$ cat src/rtl/fetch_sequencer.sv
// fetch_sequencer: owns the core program counter. Fetches one instruction per
// step over a req/ack handshake, holds it in the instruction register for the
// execute path, and loads the branch_logic next-PC when the core retires it.
// All outputs are registered; reset is asynchronous so outputs drop at once.
module fetch_sequencer #(
    parameter int ADDR_W  = 8,
    parameter int INSTR_W = 16,
    parameter int TIMEOUT = 16
) (
    input  logic               clk,
    input  logic               reset,
    input  logic               en_i,
    output logic               mem_req_o,
    output logic [ADDR_W-1:0]  mem_addr_o,
    input  logic               mem_ack_i,
    input  logic [INSTR_W-1:0] mem_data_i,
    output logic [ADDR_W-1:0]  address_o,
    output logic [INSTR_W-1:0] instruction_o,
    output logic               instr_valid_o,
    input  logic               done_i,
    input  logic [ADDR_W-1:0]  new_pc_i,
    output logic               fetch_err_o,
    output logic [15:0]        instr_count_o
);

    // Wait counter only has to reach TIMEOUT-1.
    localparam int CNT_W = $clog2(TIMEOUT);
    localparam logic [CNT_W-1:0] TMO_LAST = CNT_W'(TIMEOUT - 1);

    typedef enum logic [1:0] {
        ST_IDLE  = 2'd0,
        ST_FETCH = 2'd1,
        ST_EXEC  = 2'd2
    } state_t;

    state_t             state_q, state_d;
    logic [ADDR_W-1:0]  pc_q, pc_d;
    logic [INSTR_W-1:0] ir_q, ir_d;
    logic [CNT_W-1:0]   tmo_q, tmo_d;
    logic               err_q, err_d;
    logic [15:0]        cnt_q, cnt_d;
    logic               mem_req_q, mem_req_d;
    logic [ADDR_W-1:0]  mem_addr_q, mem_addr_d;
    logic               valid_q, valid_d;

    // Retired-instruction counter sticks at all-ones instead of wrapping.
    function automatic logic [15:0] sat_inc(input logic [15:0] v);
        return (v == 16'hFFFF) ? v : v + 16'd1;
    endfunction

    // Next-state and next-output computation; outputs are derived from the
    // next state so they appear registered in the cycle the state is entered.
    always_comb begin
        state_d = state_q;
        pc_d    = pc_q;
        ir_d    = ir_q;
        tmo_d   = tmo_q;
        err_d   = err_q;
        cnt_d   = cnt_q;
        case (state_q)
            ST_IDLE: begin
                // A timed-out fetch parks the sequencer until reset.
                if (en_i && !err_q) begin
                    state_d = ST_FETCH;
                end
            end
            ST_FETCH: begin
                // Ack has priority over the timeout in the same cycle.
                if (mem_ack_i) begin
                    ir_d    = mem_data_i;
                    tmo_d   = '0;
                    state_d = ST_EXEC;
                end else if (tmo_q == TMO_LAST) begin
                    err_d   = 1'b1;
                    tmo_d   = '0;
                    state_d = ST_IDLE;
                end else begin
                    tmo_d = tmo_q + CNT_W'(1);
                end
            end
            ST_EXEC: begin
                if (done_i) begin
                    pc_d    = new_pc_i;
                    cnt_d   = sat_inc(cnt_q);
                    state_d = en_i ? ST_FETCH : ST_IDLE;
                end
            end
            default: begin
                state_d = ST_IDLE;
            end
        endcase
        mem_req_d  = (state_d == ST_FETCH);
        mem_addr_d = mem_req_d ? pc_d : '0;
        valid_d    = (state_d == ST_EXEC);
    end

    // State and registered outputs; asynchronous reset clears everything.
    always_ff @(posedge clk or posedge reset) begin
        if (reset) begin
            state_q    <= ST_IDLE;
            pc_q       <= '0;
            ir_q       <= '0;
            tmo_q      <= '0;
            err_q      <= 1'b0;
            cnt_q      <= '0;
            mem_req_q  <= 1'b0;
            mem_addr_q <= '0;
            valid_q    <= 1'b0;
        end else begin
            state_q    <= state_d;
            pc_q       <= pc_d;
            ir_q       <= ir_d;
            tmo_q      <= tmo_d;
            err_q      <= err_d;
            cnt_q      <= cnt_d;
            mem_req_q  <= mem_req_d;
            mem_addr_q <= mem_addr_d;
            valid_q    <= valid_d;
        end
    end

    assign mem_req_o     = mem_req_q;
    assign mem_addr_o    = mem_addr_q;
    assign address_o     = pc_q;
    assign instruction_o = ir_q;
    assign instr_valid_o = valid_q;
    assign fetch_err_o   = err_q;
    assign instr_count_o = cnt_q;

endmodule

$ cat config.mk
export PLATFORM = sky130hd
export DESIGN_NAME = fetch_sequencer
export DESIGN_NICKNAME = d
export VERILOG_FILES = /design/src/rtl/fetch_sequencer.sv
export SDC_FILE = /design/constraint.sdc
export NUM_CORES = 1
export LEC_CHECK = 0
export ABC_AREA = 1
export ABC_CLOCK_PERIOD_IN_PS = 4170
export CORE_MARGIN = 5
export CORE_UTILIZATION = 50
export CTS_BUF_LIST = sky130_fd_sc_hd__clkbuf_8
export CTS_CLUSTER_SIZE = 40
export DETAILED_ROUTE_END_ITERATION = 6
export PLACE_DENSITY_LB_ADDON = 0.12
export SLEW_MARGIN = 30
export SYNTH_ARGS = -nofsm -noshare
export SYNTH_HDL_FRONTEND = slang
export SYNTH_SLANG_ARGS = --single-unit
export TNS_END_PERCENT = 50
$ cat constraint.sdc
create_clock -name clk -period 4.17 [get_ports clk]
set_input_delay 0.834 -clock clk [delete_from_list [all_inputs] [get_ports clk]]
set_output_delay 0.834 -clock clk [all_outputs]
set_load 0.02 [all_outputs]
==> metrics.csv, run 1 <==
metric,value,unit
clock_sinks,57,
die_area,0.00685,mm2
path_max_fanout,6,
required,3.34,ns
drt_pre_antenna_iters,4,
die_y,82.8,um
tns,0,ns
drive_above_1_share,0.173,
synth.top_cells.by_count,"nand2_1, dfrtp_1, nor2_1, inv_2, inv_1",
p_sw_frac,0.282,
setup_ws,1.90,ns
synth_top_flop_cell,dfrtp_1,
start_kind,register,
vias,2038,
power_frac_comb,0.233,
netlist_instances,267,
arrival,1.43,ns
cp_slowest_stage_delay,0.64,ns
cpMaxStageDelayCell,clkdlybuf4s50_1,
core_area,0.00514,mm2
async_flop_share,1.00,
area_delta_synth_final,38.9,%
ant_nets,0,
synth_most_common_cell,nand2_1,
post-route-period-util,0.543,
synth_top_area_cell,dfrtp_1,
cts_resized,0,
syn_area_per_cell,9.91,um2
crit_buf_inv,1,
drt_wl_total,5710,um
cts_tree,done,
cts_buffers,9,
cts_hold_buf,0,
end_kind,output port,
peakVddDrop,0.000254,V
ys_seq_area_frac,0.539,
ys_warn_count,0,
rows,26,
fin_skew,0.00512,ns
clockPowerShare,0.326,
hold_viol_final,0,
cts_max_level,3,
p_leak,1.74,nW
grt.total_usage,0.192,
final_max_slew_viol_count,0,
syn_nets,298,
dp_slack,1.63,ns
synthesis.area,0.00265,mm2
ioPinCount,80,
pwr_density_cell,410,mW/mm2
p_int,1.08,mW
gp_congestion,0.803,
crit_family,buffers and inverters,
initial_core_util,0.515,
slew_headroom,0.571,
rsz0062_at_grt,no,
synth_area_leaders,"dfrtp_1, nand2_1, mux2_4, mux2_1, o21ai_2",
antenna_cells,0,
yosysUniqueCellTypes,30,
hp-class,register to register,
max_freq,441,MHz
io_buffers,79,
grt_pass1_vias,2177,
grt_max_degree,33,
path_cells,clkdlybuf4s50_1,
ctsRootBufferMaster,clkbuf_8,
synth_edf_count,0,
power.switching,0.425,mW
drtIter0Drc,73,
worst_skew_pair.late_latency,0.33,ns
postCtsSetupRepairBufs,0,
wl_per_cell,13.3,um
dpl.hpwl,4140,um
status,"complete, no violations",
path_class,register to output port,
dieWidth,82.8,um
min_period,2.27,ns
p_seq_frac,0.441,
cts_buffer_depth,2,
setup_violations,0,
drc,0,
yosysTopAreaCellShare,0.539,
antenna_found_initial,0,
nets,384,
synth-seq-cells,57,
grt_pass1_wl,9760,um
viasPerCell,4.76,
nFillCells,407,
drv_cap,0,
grt_overflow,0,
worst_pin_slew,0.643,ns
cts.clk_slew.worst_paths,0.06,ns
==> stage by stage <==
stage / hold WS (ns) / instances / cell area, um2 / util / power, mW
6_report: 0.490 / 428 / 3670 / 0.715 / 1.51
5_1_grt: 0.517 / 428 / 3670 / 0.715 / 1.59
4_1_cts: 0.496 / 428 / 3670 / 0.715 / 1.53
3_5_place_dp: 0.481 / 412 / 3490 / 0.678 / 1.03
3_3_place_gp: 0.472 / 412 / 3490 / 0.678 / 1.02
2_1_floorplan: 0.473 / 267 / 2650 / - / 0.856
==> flip-flops by register name, summed over array words and instances, names as in the netlist <==
register	flops
instr_count_o	16
instruction_o	16
address_o	8
mem_addr_o	8
tmo_q	4
state_q	2
fetch_err_o	1
instr_valid_o	1
mem_req_o	1
==> cells in the final DEF (no fill, tap or decap), drive strengths merged <==
| cell type | instances |
|---|---|
| clkdlybuf4s50 | 79 |
| bufinv | 1 |
| mux2 | 16 |
| dfrtp | 57 |
| buf | 1 |
| clkbuf | 10 |
| clkinv | 2 |
| inv | 29 |
| nor2 | 27 |
| or2 | 8 |
| and2 | 1 |
| ha | 2 |
| o31ai | 3 |
| a22o | 2 |
| o21ai | 16 |
| xor2 | 5 |
| xnor2 | 4 |
| nand4 | 5 |
| nand2 | 81 |
| nand3 | 8 |
| nor3 | 1 |
==> layout make-up <==
class | count | area [um2] | area share
Sequential cell | 57 | 1430 | 0.388
Clock inverter | 6 | 51.3 | 0.0140
Multi-Input combinational cell | 179 | 1080 | 0.293
Timing Repair Buffer | 80 | 798 | 0.217
Clock buffer | 10 | 138 | 0.0375
Tap cell | 70 | 87.6 | 0.0238
Inverter | 26 | 97.6 | 0.0266
==> worst paths after layout <==
path / cells past startpoint / to / start / slack [ns]
min: 1 / instruction_o[11] / instruction_o[11] / 0.49
min in group asynchronous: 2 / instr_count_o[0] / reset / 0.90
max in group asynchronous: 3 / instr_count_o[15] / reset / 2.47
min reg2reg: 1 / instruction_o[11] / instruction_o[11] / 0.49
max reg2reg: 8 / instr_count_o[11] / instr_count_o[0] / 2.37
max: 1 / instr_count_o[2] / instr_count_o[2] / 1.90
==> cells by family after synthesis <==
family | count (synthesis) | synth area share
simple gates | 131 | 0.227
flops | 57 | 0.539
buf+inv | 31 | 0.0544
compound gates | 21 | 0.0610
mux | 16 | 0.0794
xor+xnor | 9 | 0.0298
fa+ha+maj | 2 | 0.00945
==> metal layers <==
layer | wire length [um] | GRT usage | vias to the layer above
met3 | 376 | 0.0640 | 9
met4 | 128 | 0.105 | 0
met1 | 2320 | 0.223 | 949
met5 | 0 | 0 | -
met2 | 2880 | 0.313 | 59
li1 | - | - | 1021
==> power groups by stage <==
stage	combinational, mW	sequential [mW]	clock [mW]
after CTS	0.357	0.666	0.503
after floorplan	0.119	0.737	0
after detailed placement	0.356	0.673	0
after global placement	0.348	0.674	0
final	0.351	0.665	0.492
after global routing	0.380	0.675	0.533
==> worst reg2reg max path, delay by kind of cell (launching register included) <==
family / cells / cell delay [ns]
buffers and inverters: 1 / 0.11
adder cells (fa/ha/maj): 1 / 0.27
flip-flops: 1 / 0.42
AND/OR/NAND/NOR: 6 / 0.94
(Power assumes the default switching activity.)
==> run 2, diff against run 1 <==
ABC_CLOCK_PERIOD_IN_PS = 2200   (was 4170)
CORE_UTILIZATION = 48   (was 50)
clock period = 2.2 ns   (was 4.17 ns; I/O delays follow)
==> run 2 against run 1 <==
Compared with the run above:
- final area up 1.1%
- clock power up 80%
- wire length down 2.0%
- non-clock buffer count up 4
- worst setup slack worse by 1.6 ns
- sequential power up 89%
- global-route usage down 2.0 points
- utilization down 3.2 points
- combinational power up 89%
- die area up 3.7%
- register-to-register slack worse by 1.9 ns
- largest power group unchanged
==> metrics.csv, run 2 (synthesized netlist as in run 1, its figures left out) <==
metric,value,unit,change
tns,0,ns,unchanged
final_max_slew_viol_count,0,,unchanged
grtUsageMet2,0.272,,-0.0414
slew_headroom,0.643,,+0.0726
grt_overflow,0,,unchanged
crit_buf_inv,1,,unchanged
hold_viol_final,0,,unchanged
max_freq,530,MHz,
drtIter0Drc,66,,-9.6%
ioPinCount,80,,unchanged
peakVddDrop,0.000429,V,+69%
worst_pin_slew,0.534,ns,-0.109 ns
path_cells,clkdlybuf4s50_1,,
post-route-period-util,0.858,,
gp_congestion,0.835,,+4.0%
clock_sinks,57,,unchanged
path_class,register to output port,,
drc,0,,unchanged
totalPowerFinal,2.81,mW,+86%
postCtsSetupRepairBufs,0,,unchanged
pwr_density_cell,756,mW/mm2,+84%
viasPerCell,4.69,,-1.6%
grt_pass1_vias,2078,,-4.5%
end_kind,output port,,
grt_busiest_layer,met2,,
status,"complete, no violations",,
placed_cell_area,0.00353,mm2,+1.3%
crit_family,buffers and inverters,,
drv_cap,0,,unchanged
stdcell_area,0.00371,mm2,+1.1%
area_delta_synth_final,40.3,%,
grt.total_usage,0.172,,-0.0199
core_area,0.00544,mm2,+5.8%
final_common_cell,clkdlybuf4s50_1,,
cts_buffers,9,,unchanged
grtUsageMet3,0.0628,,-0.00118
dp.cells,418,,+1.5%
p_leak,1.74,nW,+0.12%
initial_core_util,0.487,,-0.0283
setup_violations,0,,unchanged
die_y,84.3,um,+1.8%
setup_ws,0.313,ns,-1.59 ns
vias,2034,,-0.20%
drive_above_1_share,0.188,,+0.0147
antenna_cells,0,,unchanged
grt_pass1_wl,9690,um,-0.78%
drt_pre_antenna_iters,4,,unchanged
instances_no_fill,434,,+1.4%
io_buffers,79,,unchanged
grt_use_met1,0.217,,-0.00606
drt_wl_total,5600,um,-2.0%
fin_skew,0.00604,ns,+0.000921 ns
die_area,0.00710,mm2,+3.7%
ant_nets,0,,unchanged
hp-class,input port to asynchronous set/reset pin,,
wl_per_cell,12.9,um,-3.3%
worst_skew_pair.late_latency,0.33,ns,about the same
mostFrequentLayoutCells,"clkdlybuf4s50_1, nand2_1, dfrtp_1",,
cts.clk_slew.worst_paths,0.07,ns,about the same
holdWs,0.460,ns,-0.0303 ns
cpMaxStageDelayCell,clkdlybuf4s50_1,,
min_period,1.89,ns,
arrival,1.45,ns,+0.02 ns
path_max_fanout,6,,unchanged
rows,27,,+3.8%
nets,388,,+1.0%
grt_max_degree,28,,-15%
start_kind,register,,
dpl.hpwl,4090,um,-1.1%
antenna_found_initial,0,,unchanged
required,1.76,ns,-1.58 ns
ctsRootBufferMaster,clkbuf_8,,
cts_max_level,3,,unchanged
utilization,0.683,,-0.0322
cp_slowest_stage_delay,0.65,ns,about the same
dieWidth,84.3,um,+1.8%
cts_resized,0,,unchanged
rsz0062_at_grt,no,,
dp_slack,0.314,ns,-1.31 ns
cts_tree,done,,
cts_buffer_depth,2,,unchanged
cts_hold_buf,0,,unchanged
-- run 2: worst reg2reg max path, delay by kind of cell (launching register included) --
family / cells / cell delay (ns)
simple gates: 4 / 0.49
flops: 1 / 0.42
compound gates: 1 / 0.40
fa+ha+maj: 1 / 0.27
buf+inv: 1 / 0.10
-- run 2: power breakdown --
group	internal [mW]	switching, mW	leakage [nW]
combinational	0.345	0.320	0.896
clock	0.463	0.423	0.0888
sequential	1.17	0.0831	0.758
-- run 2: final cells by class --
| type | count | area, um2 |
|---|---|---|
| clock inverter | 5 | 31.3 |
| clock buffer | 11 | 151 |
| inverter | 26 | 97.6 |
| fill | 456 | 1730 |
| timing repair buffer | 84 | 841 |
| sequential | 57 | 1430 |
| tap | 72 | 90.1 |
| multi-input combinational | 179 | 1080 |
-- run 2: per-layer routing --
metal	part of all wire	vias up
li1	-	1023
met2	0.49	47
met3	0.066	6
met1	0.43	958
met5	0	-
met4	0.016	0
-- run 2: final timing paths --
check                                 startpoint                end  slack, ns  depth (start not counted)
worst max-delay path            instr_count_o[2]   instr_count_o[2]       0.31                          1
worst min-delay path                       reset   instr_count_o[1]       0.46                          2
worst max register to register  instr_count_o[0]  instr_count_o[11]       0.47                          7
worst min register to register  instruction_o[8]   instruction_o[8]       0.49                          1
max in group asynchronous                  reset  instruction_o[13]       1.21                          3
min in group clk                instruction_o[8]   instruction_o[8]       0.49                          1
